**config.mk**
```make
export PLATFORM = sky130hd
export DESIGN_NAME = rob
export DESIGN_NICKNAME = d
export VERILOG_FILES = /design/src/rtl/rob.sv
export SDC_FILE = /design/constraint.sdc
export NUM_CORES = 1
export LEC_CHECK = 0
export CAP_MARGIN = 20
export CORE_MARGIN = 5
export CORE_UTILIZATION = 50
export CTS_CLUSTER_DIAMETER = 100
export DETAILED_ROUTE_END_ITERATION = 8
export GPL_TIMING_DRIVEN = 1
export PLACE_DENSITY_LB_ADDON = 0.3
export SYNTH_ARGS = -nofsm -noshare
export SYNTH_HDL_FRONTEND = slang
export SYNTH_SLANG_ARGS = --single-unit
```
**constraint.sdc**
```tcl
create_clock -name clock -period 3.6 [get_ports clock]
set_input_delay 0.54 -clock clock [delete_from_list [all_inputs] [get_ports clock]]
set_output_delay 0.54 -clock clock [all_outputs]
set_load 0.03 [all_outputs]
```
**src/rtl/rob.sv**
```systemverilog
// Reorder buffer: allocates tags 1..ROB_SIZE at dispatch, completes entries from the CDB,
// and retires in order from the head. Tag 0 is reserved to mean "value lives in the regfile".
module rob #(
  parameter int ROB_SIZE    = 8,
  parameter int XLEN        = 32,
  parameter int ROB_TAG_LEN = $clog2(ROB_SIZE + 1)
) (
  input  logic                   clock,
  input  logic                   reset,
  input  logic                   flush,
  input  logic                   dispatch_valid,
  input  logic [4:0]             dispatch_rd,
  output logic [ROB_TAG_LEN-1:0] rob_entry_in,
  output logic                   full,
  output logic                   empty,
  input  logic                   valid_wb,
  input  logic [ROB_TAG_LEN-1:0] rob_entry_wb,
  input  logic [XLEN-1:0]        wb_value,
  output logic [4:0]             rd_wb,
  input  logic [ROB_TAG_LEN-1:0] read_tag1,
  input  logic [ROB_TAG_LEN-1:0] read_tag2,
  output logic [XLEN-1:0]        read_value1,
  output logic [XLEN-1:0]        read_value2,
  output logic                   read_ready1,
  output logic                   read_ready2,
  output logic                   commit,
  output logic [4:0]             rd_commit,
  output logic [ROB_TAG_LEN-1:0] rob_entry_commit,
  output logic [XLEN-1:0]        commit_value
);

  // Storage spans the whole tag space so any tag can index it; slots 0 and
  // those above ROB_SIZE are never allocated and stay not-busy.
  localparam int NTAG = 2 ** ROB_TAG_LEN;
  localparam logic [ROB_TAG_LEN-1:0] LAST = ROB_TAG_LEN'(ROB_SIZE);
  localparam logic [ROB_TAG_LEN-1:0] FIRST = ROB_TAG_LEN'(1);

  logic [NTAG-1:0]        busy;
  logic [NTAG-1:0]        ready;
  logic [4:0]             rd_q    [NTAG];
  logic [XLEN-1:0]        value_q [NTAG];
  logic [ROB_TAG_LEN-1:0] head, tail, count;
  logic                   do_dispatch, do_wb;

  function automatic logic [ROB_TAG_LEN-1:0] next_tag(input logic [ROB_TAG_LEN-1:0] p);
    return (p == LAST) ? FIRST : p + FIRST;
  endfunction

  assign full         = (count == LAST);
  assign empty        = (count == '0);
  assign rob_entry_in = tail;
  assign do_dispatch  = dispatch_valid && !full;
  assign do_wb        = valid_wb && (rob_entry_wb != '0) && busy[rob_entry_wb] && !ready[rob_entry_wb];
  assign rd_wb        = busy[rob_entry_wb] ? rd_q[rob_entry_wb] : '0;

  assign commit           = busy[head] && ready[head] && !flush;
  assign rd_commit        = commit ? rd_q[head] : '0;
  assign rob_entry_commit = commit ? head : '0;
  assign commit_value     = commit ? value_q[head] : '0;

  // Operand lookup: a same-cycle CDB broadcast to a busy tag bypasses the array.
  always_comb begin
    read_ready1 = 1'b0;
    read_value1 = '0;
    if (busy[read_tag1]) begin
      if (valid_wb && rob_entry_wb == read_tag1) begin
        read_ready1 = 1'b1;
        read_value1 = wb_value;
      end else begin
        read_ready1 = ready[read_tag1];
        read_value1 = value_q[read_tag1];
      end
    end
  end

  always_comb begin
    read_ready2 = 1'b0;
    read_value2 = '0;
    if (busy[read_tag2]) begin
      if (valid_wb && rob_entry_wb == read_tag2) begin
        read_ready2 = 1'b1;
        read_value2 = wb_value;
      end else begin
        read_ready2 = ready[read_tag2];
        read_value2 = value_q[read_tag2];
      end
    end
  end

  always_ff @(posedge clock) begin
    if (reset || flush) begin
      busy  <= '0;
      ready <= '0;
      for (int unsigned i = 0; i < NTAG; i++) begin
        rd_q[i]    <= '0;
        value_q[i] <= '0;
      end
      head  <= FIRST;
      tail  <= FIRST;
      count <= '0;
    end else begin
      // A commit frees the head only when it is busy, so it never collides with
      // the tail slot being allocated (head == tail with busy head means full).
      if (commit) begin
        busy[head]  <= 1'b0;
        ready[head] <= 1'b0;
        head        <= next_tag(head);
      end
      if (do_wb) begin
        ready[rob_entry_wb]   <= 1'b1;
        value_q[rob_entry_wb] <= wb_value;
      end
      if (do_dispatch) begin
        busy[tail]    <= 1'b1;
        ready[tail]   <= 1'b0;
        rd_q[tail]    <= dispatch_rd;
        value_q[tail] <= '0;
        tail          <= next_tag(tail);
      end
      case ({do_dispatch, commit})
        2'b10:   count <= count + FIRST;
        2'b01:   count <= count - FIRST;
        default: count <= count;
      endcase
    end
  end

endmodule

```
== After elaboration in Yosys (flattened, before gate mapping) ==
Memory sizes are Yosys's and may differ from the RTL's. A register that Yosys moved wholly into a read port is not among the register bits.
Index checks and enable logic that the tools add are counted.

* Order comparisons: 8
* $add $sub $neg: 4
* Mux-type cells: 66
* Equal/unequal tests: 7
* Reduce and logical (&&, ||, !) cells: 21
* Bitwise logic cells: 7

{| class="wikitable"
|+ Operators with widths
! kind !! number
|-
| $mux W32 || 7
|-
| $mux W16 || 8
|-
| $reduce_or A32 Y1 || 2
|-
| $and A16 B16 Y16 || 3
|-
| $mux W4 || 10
|-
| $bmux W1 S4 || 8
|-
| $not A16 Y16 || 2
|-
| $or A16 B16 Y16 || 2
|-
| $mux W1 || 26
|-
| $lt A4 B5 Y1 const B || 5
|-
| $mux W5 || 3
|-
| $add A4 B1 Y4 const B || 3
|-
| $demux W1 S4 || 3
|-
| $eq A4 B4 Y1 const B || 3
|-
| $ge A4 B1 Y1 const B || 3
|-
| $logic_and A1 B1 Y1 || 11
|-
| $eq A4 B4 Y1 || 2
|-
| $pmux W4 S2 || 1
|-
| $reduce_or A5 Y1 || 1
|-
| $logic_not A4 Y1 || 1
|-
| $reduce_bool A4 Y1 || 1
|-
| $sub A4 B1 Y4 const B || 1
|-
| $logic_not A1 Y1 || 3
|-
| $eq A2 B1 Y1 const B || 1
|-
| other kinds (3) || 3
|}

* RAM bits: 592
* Flip-flop bits (word level): 44
* Word-level logic and storage cells: 120
* Output and inout port bits: 119
* Memories: 2
* Input bits: 54

{| class="wikitable"
|+ Memory list
! name !! words !! width !! rd ports !! clocked after memory_dff !! wr ports !! line !! RTL
|-
| value_q || 16 || 32 || 3 || 1 || 16 || 41 || <nowiki>logic [XLEN-1:0] value_q [NTAG];</nowiki>
|-
| rd_q || 16 || 5 || 2 || 1 || 16 || 40 || <nowiki>logic [4:0] rd_q [NTAG];</nowiki>
|}

== Depth between registers and ports, before layout ==
* Depth after elaboration: 13
* Mapped depth: 14
* Depth with buffers taken out: 12

== Worst setup path before layout ==
OpenSTA, ideal clock, no wires.

* Kind: register to register
* Start point: reg head[1]
* End point: reg count[2]
* Clock period less this slack: 3.588 ns
* Library setup time: 0.070 ns
* Path buffers: 2
* Cell stages (with the launch flop): 15
* Required time: 3.530 ns
* Data arrival time: 3.518 ns
* Slack: 0.012 ns
* Cells stage by stage: dfxtp_1 > buf_2 > mux4_2 > mux2_2 > o2111ai_1 > a21boi_2 > clkbuf_1 > inv_1 > ha_1 > xor2_1 > ha_1 > a21oi_1 > xor2_1 > or3_1 > a21oi_1

* Word-level cells in the longest chain between the ends: 6
* Elaborated cells on any way between the ends: 10
* Classes of those cells: 2 x eq/ne; 5 x mux; 3 x reduce/logical

{| class="wikitable"
|+ RTL lines
! item !! line !! RTL
|-
| start, declared || 42 || <nowiki>logic [ROB_TAG_LEN-1:0] head, tail, count;</nowiki>
|-
| start signal, assigned || 107 || <nowiki>head <= next_tag(head);</nowiki>
|-
| $bmux W1 S4 || 56 || <nowiki>assign commit = busy[head] && ready[head] && !flush;</nowiki>
|-
| $mux W1 (implied by the code) || 56 ||
|-
| $logic_and A1 B1 Y1 * (2 in a row) || 56 ||
|-
| via commit || 26 || <nowiki>output logic commit,</nowiki>
|-
| $eq A2 B1 Y1 / $eq A2 B2 Y1 (equally long branches) || 120 || <nowiki>case ({do_dispatch, commit})</nowiki>
|-
| $pmux W4 S2 / $reduce_bool A2 Y1 (equally long branches) || - ||
|-
| end signal, assigned || 121 || <nowiki>2'b10: count <= count + FIRST;</nowiki>
|-
| end signal, assigned || 122 || <nowiki>2'b01: count <= count - FIRST;</nowiki>
|-
| end signal, assigned || 123 || <nowiki>default: count <= count;</nowiki>
|-
| end, declared || 42 ||
|}

The timed path passes the listed nets; every way through them passes the cells marked *. The select of a mux whose other input is x is not followed.
A chain may end at the register's enable or synchronous reset.

==> out/metrics.cfg <==
[timing]
max_freq_mhz=283
setup-violations-final=0
hold_viol=0
finalWorstSetupSlack_ns=0.0671
period_needed_ns=3.53
skew_ns=0.0322
fin_crit_sh_pct=98.1
fin_worst_hold_slack_ns=0.505
total_count_of_max_transition_violations_in_the_final_report=0
slew_headroom_pct=24.1
tightestPinTransition_ns=1.14

[clock_network]
path_clk_slew_ns=0.06
cts-root-to-sink-buffers=3
cts-htree-levels=3
cts_root_buf=clkbuf_16
tritoncts=done
cts_inserted_buffers=73
clkSinkCount=640
clk-insertion-delay-late_ns=0.63

[run]
max-cap-violations=0

[route]
drc_errors=0
dr.first_iter.drc_count=4270
ant_nets=0
drt_pre_antenna_iters=6
avgRoutedWirePerCell_um=34.3
vias=28800
post_drt_via_cell_ratio=7.47
wirelength_um=132000

[global_routing]
wire_length_of_the_first_global_routing_pass_um=195000
first_global_vias=29200
gr-usage-all-layers_pct=33.3
antenna_found_initial=4
grt_start_max_net_pins=55
global_route.overflow_total=0

[layout]
layout.cell_area.non_filler_um2=43200
drive_gt1_share_pct=36.4
non_filler_instance_count_after_layout=3862
fin_nets=2917
area.growth.synth_to_final_pct=20.2

[die]
num_io_pins=173
die-width_um=278
core_um2=71400
core.rowCount=98
fp.dieH_um=278
area_enclosed_by_the_die_boundary_um2=77300
floorplan.initialDensity_pct=50.3

[yosys]
synth-seq-area-share_pct=37.9
ys.flop_type=dfxtp_1
synthCells=2762
synthArstFlopShare_pct=0
synth_edf_count=80
syn_area_um2=35900
synthesis.nets=2827
yosysWarningCount=0
synthesis.area_per_instance_um2=13.0
synthDistinctLibCells=57
synth.ff_latch_count=640

[pwr]
total_power_per_unit_cell_area_nw_per_um2=382
irDropWorstVdd_mv=0.350
p_leak_nw=15.8
p_total_mw=16.5

[place]
port_buffers=172
post-place-cells=3718
post_dp_cell_area_um2=40600
hpwlAfterDp_um=81500
gp_routability_congestion=0.920
dp_slack_ns=0.0908

[worst_setup_path]
worst-setup-path-type=register to output pin
crit_path_max_fanout=47
timing.critical_path.to_type=output pin
timing.critical_path.from_type=register
required_ns=3.06
arrival_ns=2.99

[min_path]
timing.hold.worst.class=register to register

[status]
run_status=finished clean

[timing repair]
| item | 4_1_cts | 5_1_grt |
|---|---|---|
| gates resized for setup | 15 | 7 |
| setup endpoints to repair | 42 | 23 |
| pin swaps | 0 | 1 |
| gates cloned | 1 | 0 |
| hold buffers | 0 | 0 |
| hold endpoints to repair | 0 | 0 |
| buffers inserted | 7 | 1 |
[synth_stat cells (all sizes together), types with 11 or more instances]
| cell type | n | area (um2) |
|---|---|---|
| mux4 | 555 | 12500 |
| o21ai | 16 | 80.1 |
| a31o | 12 | 105 |
| and2 | 105 | 657 |
| nand2 | 197 | 739 |
| edfxtp | 80 | 2400 |
| xor2 | 11 | 96.3 |
| a22o | 416 | 3640 |
| clkbuf | 179 | 672 |
| ha | 11 | 138 |
| nor2 | 90 | 338 |
| a21oi | 101 | 505 |
| and3 | 44 | 275 |
| dfxtp | 560 | 11200 |
| nor2b | 47 | 294 |
| mux2i | 76 | 761 |
| buf | 166 | 792 |
| inv | 16 | 60.1 |
[critical path: stages (launching register included)]
cell     delay (ns)
dfxtp_4        0.43
buf_12         0.33
mux4_2         0.60
mux4_2         0.56
nor2b_1        0.21
buf_12         0.15
[cell families (layout without fill, tap and decap cells)]
| group | after synthesis | count (layout) | share of synthesized area [%] |
|---|---|---|---|
| other | 0 | 3 | 0 |
| muxes | 639 | 639 | 37.2 |
| and+or+nand+nor | 526 | 526 | 7.25 |
| AOI/OAI and AO/OA | 571 | 571 | 12.7 |
| DFF | 640 | 640 | 37.9 |
| xor gates and xnor gates | 14 | 14 | 0.341 |
| buffers and inverters | 361 | 508 | 4.24 |
| adders and majority gates | 11 | 11 | 0.383 |
[flip-flops by register name (all words and copies together) (netlist names), named ones only]
register and cells:
ready 16, count 4, value_q 512, busy 16, rob_entry_in 4, head 4
rd_q 80
[metrics by stage]
stage / TNS [ns] / util [%]
after CTS: 0 / 60.5
after global placement: 0 / 56.9
after floorplan: 0 / -
final: 0 / 60.5
after global routing: -0.000159 / 60.5
after detailed placement: 0 / 56.9
[final timing paths]
check        slack [ns]  depth (start not counted)           from                to
max                0.07                          5       register  commit_value[31]
min                0.50                          1  value_q[0][1]     value_q[0][1]
max reg2reg        0.45                         12        head[1]          count[2]
min reg2reg        0.50                          1  value_q[0][1]     value_q[0][1]
[final cells by class]
cell class | instances | area (um2)
antenna | 3 | 7.51
clock buffer | 95 | 2020
clock inverter | 37 | 473
fill | 5416 | 28200
inverter | 16 | 60.1
multi-input combinational | 1761 | 21000
sequential | 640 | 13600
tap | 950 | 1190
timing repair buffer | 360 | 4770
[where the power goes]
group / internal, mW / switching, mW
combinational: 0.476 / 0.863
sequential: 7.26 / 0.0343
clock: 4.69 / 3.16
[cells in the final DEF (no fill, tap or decap), types with 6 or more instances in the layout]
master and n:
a21oi_1 90, a21oi_4 11, a22o_1 416, a31o_2 12, and2_1 102, and3_1 35, and3_2 9, buf_12 152
buf_4 144, bufinv_16 10, clkbuf_1 12, clkbuf_16 74, clkbuf_8 9, clkdlybuf4s50_1 50, clkinv_2 16, dfxtp_1 555
edfxtp_1 80, ha_1 11, inv_1 15, mux2_2 8, mux2i_1 76, mux4_2 555, nand2_1 195, nand2b_1 6
nand3_1 6, nor2_1 85, nor2b_1 44, nor3_1 6, o21ai_0 14, xor2_1 11
[routing by layer]
metal	up-vias	routed length [um]	global-route usage, %
met1	14500	46800	43.9
met4	2	7930	16.6
li1	11200	-	-
met2	2586	59400	51.0
met5	-	8	0
met3	571	18200	9.52
Note: power is estimated with default switching activity, not from simulation.
